File: src/rtl/sha_msg_pad.sv
// sha_msg_pad: byte-stream front end for the SHA-224/256 compression core.
// Packs bytes into 512-bit blocks, applies FIPS 180-4 padding and chains blocks via Enable/Ready.
module sha_msg_pad (
  input  logic         clk,
  input  logic         rst,
  input  logic [7:0]   in_data,
  input  logic         in_valid,
  input  logic         in_last,
  output logic         in_ready,
  input  logic [1:0]   op,
  output logic [511:0] Data,
  output logic [63:0]  Index,
  output logic [1:0]   Operation,
  output logic         Enable,
  input  logic [255:0] Hash,
  input  logic         Ready,
  output logic [255:0] digest,
  output logic         digest_valid
);

  localparam logic [2:0] S_FILL  = 3'd0;
  localparam logic [2:0] S_PAD   = 3'd1;
  localparam logic [2:0] S_ISSUE = 3'd2;
  localparam logic [2:0] S_WAIT  = 3'd3;
  localparam logic [2:0] S_OUT   = 3'd4;

  logic [2:0]   r_state;
  logic [2:0]   w_stateNext;
  logic [511:0] r_buf;
  logic [6:0]   r_cnt;
  logic [63:0]  r_bitlen;
  logic [63:0]  r_blkIdx;
  logic         r_markDone;
  logic         r_final;
  logic         r_ended;
  logic         r_msgStart;
  logic [1:0]   r_op;
  logic [255:0] r_digest;

  logic         w_accept;
  logic         w_readyHit;
  logic [6:0]   w_cntNext;
  logic [8:0]   w_bytePos;
  logic         w_markHere;
  logic         w_lenFits;
  logic [511:0] w_padBuf;

  // Byte k of a block sits big-endian inside word k/4 of the Data bus.
  function automatic int byteLsb(input int k);
    return (k / 4) * 32 + (3 - (k % 4)) * 8;
  endfunction

  assign in_ready     = (r_state == S_FILL);
  assign Enable       = (r_state == S_ISSUE);
  assign digest_valid = (r_state == S_OUT);
  assign Data         = r_buf;
  assign Index        = r_blkIdx;
  assign Operation    = r_op;
  assign digest       = r_digest;

  assign w_accept   = in_valid && in_ready;
  assign w_readyHit = Ready && (r_state == S_WAIT);
  assign w_cntNext  = r_cnt + 7'd1;
  assign w_bytePos  = {r_cnt[5:2], 5'b00000} + {4'b0000, ~r_cnt[1:0], 3'b000};
  assign w_markHere = !r_markDone && !r_cnt[6];
  assign w_lenFits  = r_markDone || (w_markHere && (r_cnt <= 7'd55));

  // Padding applied to the current buffer in one PAD cycle; a full block with no marker yet passes unchanged.
  always_comb begin
    w_padBuf = r_buf;
    if (r_markDone) begin
      for (int k = 0; k < 56; k++) begin
        w_padBuf[byteLsb(k) +: 8] = 8'h00;
      end
    end else if (w_markHere) begin
      for (int k = 0; k < 64; k++) begin
        if (7'(k) == r_cnt) begin
          w_padBuf[byteLsb(k) +: 8] = 8'h80;
        end else if (7'(k) > r_cnt) begin
          w_padBuf[byteLsb(k) +: 8] = 8'h00;
        end
      end
    end
    if (w_lenFits) begin
      for (int j = 0; j < 8; j++) begin
        w_padBuf[byteLsb(56 + j) +: 8] = r_bitlen[63 - 8 * j -: 8];
      end
    end
  end

  always_comb begin
    w_stateNext = r_state;
    case (r_state)
      S_FILL: begin
        if (w_accept) begin
          if (in_last) begin
            w_stateNext = S_PAD;
          end else if (w_cntNext == 7'd64) begin
            w_stateNext = S_ISSUE;
          end
        end
      end
      S_PAD:   w_stateNext = S_ISSUE;
      S_ISSUE: w_stateNext = S_WAIT;
      S_WAIT: begin
        if (Ready) begin
          if (r_final) begin
            w_stateNext = S_OUT;
          end else if (r_ended) begin
            w_stateNext = S_PAD;
          end else begin
            w_stateNext = S_FILL;
          end
        end
      end
      S_OUT:   w_stateNext = S_FILL;
      default: w_stateNext = S_FILL;
    endcase
  end

  always_ff @(posedge clk) begin
    if (!rst) begin
      r_state <= S_FILL;
    end else begin
      r_state <= w_stateNext;
    end
  end

  always_ff @(posedge clk) begin
    if (!rst) begin
      r_buf <= '0;
    end else if (w_accept) begin
      r_buf[w_bytePos +: 8] <= in_data;
    end else if (r_state == S_PAD) begin
      r_buf <= w_padBuf;
    end
  end

  always_ff @(posedge clk) begin
    if (!rst) begin
      r_cnt    <= 7'd0;
      r_bitlen <= 64'd0;
    end else if (w_accept) begin
      r_cnt    <= w_cntNext;
      r_bitlen <= r_bitlen + 64'd8;
    end else if (w_readyHit) begin
      r_cnt <= 7'd0;
    end else if (r_state == S_OUT) begin
      r_bitlen <= 64'd0;
    end
  end

  always_ff @(posedge clk) begin
    if (!rst) begin
      r_blkIdx <= 64'd1;
    end else if (w_readyHit) begin
      r_blkIdx <= r_blkIdx + 64'd1;
    end else if (r_state == S_OUT) begin
      r_blkIdx <= 64'd1;
    end
  end

  // Message-level flags; all return to their idle values once the digest is presented.
  always_ff @(posedge clk) begin
    if (!rst) begin
      r_markDone <= 1'b0;
      r_final    <= 1'b0;
      r_ended    <= 1'b0;
      r_msgStart <= 1'b1;
      r_op       <= 2'd0;
    end else begin
      case (r_state)
        S_FILL: begin
          if (w_accept) begin
            r_msgStart <= 1'b0;
            if (r_msgStart) begin
              r_op <= op;
            end
            if (in_last) begin
              r_ended <= 1'b1;
            end else if (w_cntNext == 7'd64) begin
              r_final <= 1'b0;
            end
          end
        end
        S_PAD: begin
          r_final <= w_lenFits;
          if (w_markHere) begin
            r_markDone <= 1'b1;
          end
        end
        S_OUT: begin
          r_markDone <= 1'b0;
          r_final    <= 1'b0;
          r_ended    <= 1'b0;
          r_msgStart <= 1'b1;
        end
        default: begin
        end
      endcase
    end
  end

  // SHA-224 exposes only the first seven hash words; the last word is cleared.
  always_ff @(posedge clk) begin
    if (!rst) begin
      r_digest <= '0;
    end else if (w_readyHit && r_final) begin
      if (r_op == 2'd0) begin
        r_digest <= {Hash[255:32], 32'h0000_0000};
      end else begin
        r_digest <= Hash;
      end
    end
  end

endmodule

File: config.mk
export PLATFORM = sky130hd
export DESIGN_NAME = sha_msg_pad
export DESIGN_NICKNAME = d
export VERILOG_FILES = /design/src/rtl/sha_msg_pad.sv
export SDC_FILE = /design/constraint.sdc
export NUM_CORES = 2
export LEC_CHECK = 0
export ABC_CLOCK_PERIOD_IN_PS = 3600
export BUFFER_PORTS_ARGS = -buffer_cell sky130_fd_sc_hd__buf_2
export CORE_AREA = 5 5 429 431
export CTS_BUF_LIST = sky130_fd_sc_hd__clkbuf_8
export CTS_CLUSTER_DIAMETER = 80
export DETAILED_ROUTE_END_ITERATION = 12
export DIE_AREA = 0 0 434 436
export GPL_ROUTABILITY_DRIVEN = 0
export PLACE_DENSITY_LB_ADDON = 0.3
export SYNTH_ARGS = -nofsm -noshare
export SYNTH_HDL_FRONTEND = slang
export SYNTH_SLANG_ARGS = --single-unit
File: constraint.sdc
create_clock -name clk -period 3.6 [get_ports clk]
set_clock_uncertainty 0.05 [all_clocks]
set_input_delay 0.18 -clock clk [delete_from_list [all_inputs] [get_ports clk]]
set_output_delay 0.18 -clock clk [all_outputs]
set_load 0.03 [all_outputs]
==> flow_summary.json <==
{
  "overflow": 0,
  "synthCells": 4264,
  "multi_input_area_um2": 17220,
  "rsz0062_at_grt": "no",
  "cts_buffers": 171,
  "syn-num-nets": 4542,
  "p_total_mw": 24.93,
  "ir_worst_vdd_mv": 0.3878,
  "grt_pass1_vias": 41120,
  "synthArstFlopShare": 0,
  "track_usage": 0.2302,
  "core-area_um2": 179800,
  "crit_family": "flip-flops",
  "r2r_slack_ns": 0.07,
  "nets": 6221,
  "cpMostUsedCell": "buf_4",
  "place_ws_ns": 0.1674,
  "die_x_um": 434,
  "maxSlewViolCount": 0,
  "dp_hpwl_um": 175600,
  "clkSinkCount": 909,
  "synth_cell_types": 93,
  "worstRegToRegCells": 9,
  "worstPathArrival_ns": 4.26,
  "wl_um": 229400,
  "period_needed_ns": 3.532,
  "drt_iter0_markers": 4680,
  "hold_path_startpoint": "Hash[2]",
  "regArea_um2": 18200,
  "crit_path_start_kind": "flop",
  "yosysTopAreaCell": "dfxtp_1",
  "postCtsSetupRepairBufs": 0,
  "grt_max_degree": 142,
  "worst_slew_pin_slew_ns": 1.142,
  "critical_path_required_ns": 4.33,
  "crit_type": "flop to flop",
  "slew_headroom": 0.2330,
  "clock.fmax_ghz": 0.2831,
  "dp_cells": 7644,
  "cap_viol_max_count": 0,
  "synth_common_cells": "dfxtp_1 (909), nand2_1 (772), a21oi_1 (413)",
  "vias_per_cell": 5.036,
  "cts_tree": "built",
  "via_count": 42640,
  "synthesis.area_um2": 36740,
  "synth.top_cell.area_share": 0.4953,
  "fillers": 19060,
  "drive_above_1_share": 0.2773,
  "drc": 0,
  "power_density_nw_per_um2": 454.4,
  "num_rows": 156,
  "r2r-start": "r_cnt[5]$_SDFFE_PN0P_",
  "initial_utilization": 0.2044,
  "clk_pin_slew_ns": 0.06,
  "crit_buf_inv": 3,
  "timing.final.crit_share": 0.9812,
  "die_y_um": 436,
  "ys_ff_latch": 909,
  "reg2reg_to": "Data[443]$_SDFFE_PN0P_",
  "ant_nets": 0,
  "cp_max_fo": 16,
  "p_leak_nw": 22.81,
  "grt_antenna_before_repair": 21,
  "placement.io_buffers": 1107,
  "holdPathEnd": "digest[2]$_SDFFE_PN0P_",
  "clockBufferDepth": 3,
  "cp-end-kind": "flop",
  "die-area_um2": 189200,
  "syn_to_final_growth_pct": 49.31,
  "cts-htree-levels": 4,
  "slowest_delay_ns": 0.85,
  "synthFlopType": "dfxtp_1",
  "cp_slowest_cell": "dfxtp_1",
  "worstHoldPathCells": 4,
  "root_buffer": "clkbuf_8",
  "hold_class": "input port to flop",
  "grt_pass1_wl_um": 316200,
  "utilization": 0.3052,
  "setup_slack_ns": 0.06767,
  "fin_setup_tns_ns": 0,
  "pin_count": 1108,
  "final-instance-count-excl-fill": 8467,
  "synth_area_leaders": "dfxtp_1 (50%), nand2_1 (7.9%), a21oi_1 (5.6%), a22o_1 (3.6%), nor2_1 (2.7%)",
  "synth_edf_count": 0,
  "hold_violations": 0,
  "status": "completed",
  "synth_seq_area_share": 0.4953,
  "wl_per_cell_um": 27.09,
  "yosysWarnings": 0,
  "worstPathCellList": "buf_4 > nand2b_1 > nor2_1 > a21oi_1 > a221oi_1 > buf_4 > nor2_1 > buf_4 > o2bb2ai_1",
  "drtPass1Iterations": 8,
  "yosysMostFrequentCell": "dfxtp_1",
  "setup_viol": 0,
  "insertion_delay_ns": 0.94,
  "syn_area_per_cell_um2": 8.617
}
==> logic make-up (layout without fill, tap and decap cells) <==
kind of cell | after synthesis | in the layout | share of synthesized area
AO/OA/AOI/OAI | 1288 | 1288 | 0.2418
XOR/XNOR | 6 | 6 | 0.001430
adder cells (fa/ha/maj) | 7 | 7 | 0.002384
buffers and inverters | 357 | 2174 | 0.03790
flip-flops | 909 | 909 | 0.4953
multiplexers | 51 | 51 | 0.01440
other | 0 | 16 | 0
AND/OR/NAND/NOR | 1646 | 1646 | 0.2068
==> where the power goes <==
part,internal (mW),switching [mW]
combinational,1.00,2.09
clock,6.59,4.93
sequential,10.2,0.0962
total,17.8,7.11
==> worst max path at each step <==
stage                                      from                     end  slack (ns)  depth (start not counted)
final                     r_cnt[5]$_SDFFE_PN0P_  Data[443]$_SDFFE_PN0P_        0.07                          9
after global routing      r_cnt[4]$_SDFFE_PN0P_   Data[22]$_SDFFE_PN0P_        0.02                          8
after CTS                 r_cnt[0]$_SDFFE_PN0P_  Data[380]$_SDFFE_PN0P_        0.14                          7
after detailed placement  r_cnt[0]$_SDFFE_PN0P_  Data[382]$_SDFFE_PN0P_        0.17                          7
after global placement    r_cnt[0]$_SDFFE_PN0P_  Data[381]$_SDFFE_PN0P_        0.26                          7
after floorplan           r_cnt[0]$_SDFFE_PN0P_   Data[88]$_SDFFE_PN0P_        0.49                         10
==> sequential cells by signal (all words and copies together) (netlist names) <==
register    cells
r_cnt           7
Index          64
digest        256
r_final         1
Data          512
r_bitlen       61
r_ended         1
r_markDone      1
Operation       2
r_msgStart      1
r_state         3
==> layout by cell type (no fill, tap or decap), types with 16 or more instances in the layout <==
master,n
nand3_1,186
dfxtp_1,909
o22ai_1,57
o2bb2ai_1,113
a22o_1,149
or3_1,32
clkbuf_8,224
a32oi_1,18
dlygate4sd3_1,496
o211a_1,22
or2_2,16
a22oi_1,60
mux2i_1,36
o31ai_1,27
o21ai_0,140
o211ai_1,50
buf_2,1106
nor2_1,264
nor4_1,23
nand2_1,770
buf_4,217
a21oi_1,413
a211oi_1,41
nor3_1,65
o221ai_1,19
and3_1,38
o21a_1,23
and2_1,28
nand2b_1,26
diode_2,16
inv_1,73
nand4_1,87
a31oi_1,23
and4_1,21
==> worst min-delay path: stages <==
cell and delay (ns):
dlygate4sd3_1 0.55, buf_2 0.13, nand3_1 0.10, a21oi_1 0.07
==> per-layer routing <==
layer  routed length (um)  track usage  up-vias
met3                24500      0.08150      614
li1                     -            -    18980
met4                15860       0.1340        8
met2               100100       0.3520     2433
met5                   71            0        -
met1                88840       0.2785    20600
==> layout make-up <==
| cell class | count | share of cell area |
|---|---|---|
| Sequential cell | 909 | 0.3317 |
| Multi-Input combinational cell | 2998 | 0.3139 |
| Timing Repair Buffer | 1834 | 0.2265 |
| Clock buffer | 223 | 0.05595 |
| Tap cell | 2370 | 0.05405 |
| Clock inverter | 88 | 0.01505 |
| Inverter | 29 | 0.002121 |
| Antenna cell | 16 | 0.0007298 |
==> repair_timing <==
action | 4_1_cts | 5_1_grt
endpoints found under the setup margin | 0 | 7
gates resized for setup | 0 | 1
hold buffers | 496 | 0
hold endpoints to repair | 456 | 0
==> stage by stage <==
stage | hold WS, ns | instance area (um2)
after floorplan | 0.2660 | 36740
after global placement | 0.3700 | 45960
after detailed placement | 0.3756 | 45960
after CTS | 0.0009197 | 54820
after global routing | 0.03760 | 54850
final | 0.1128 | 54860
(Power assumes the default switching activity.)
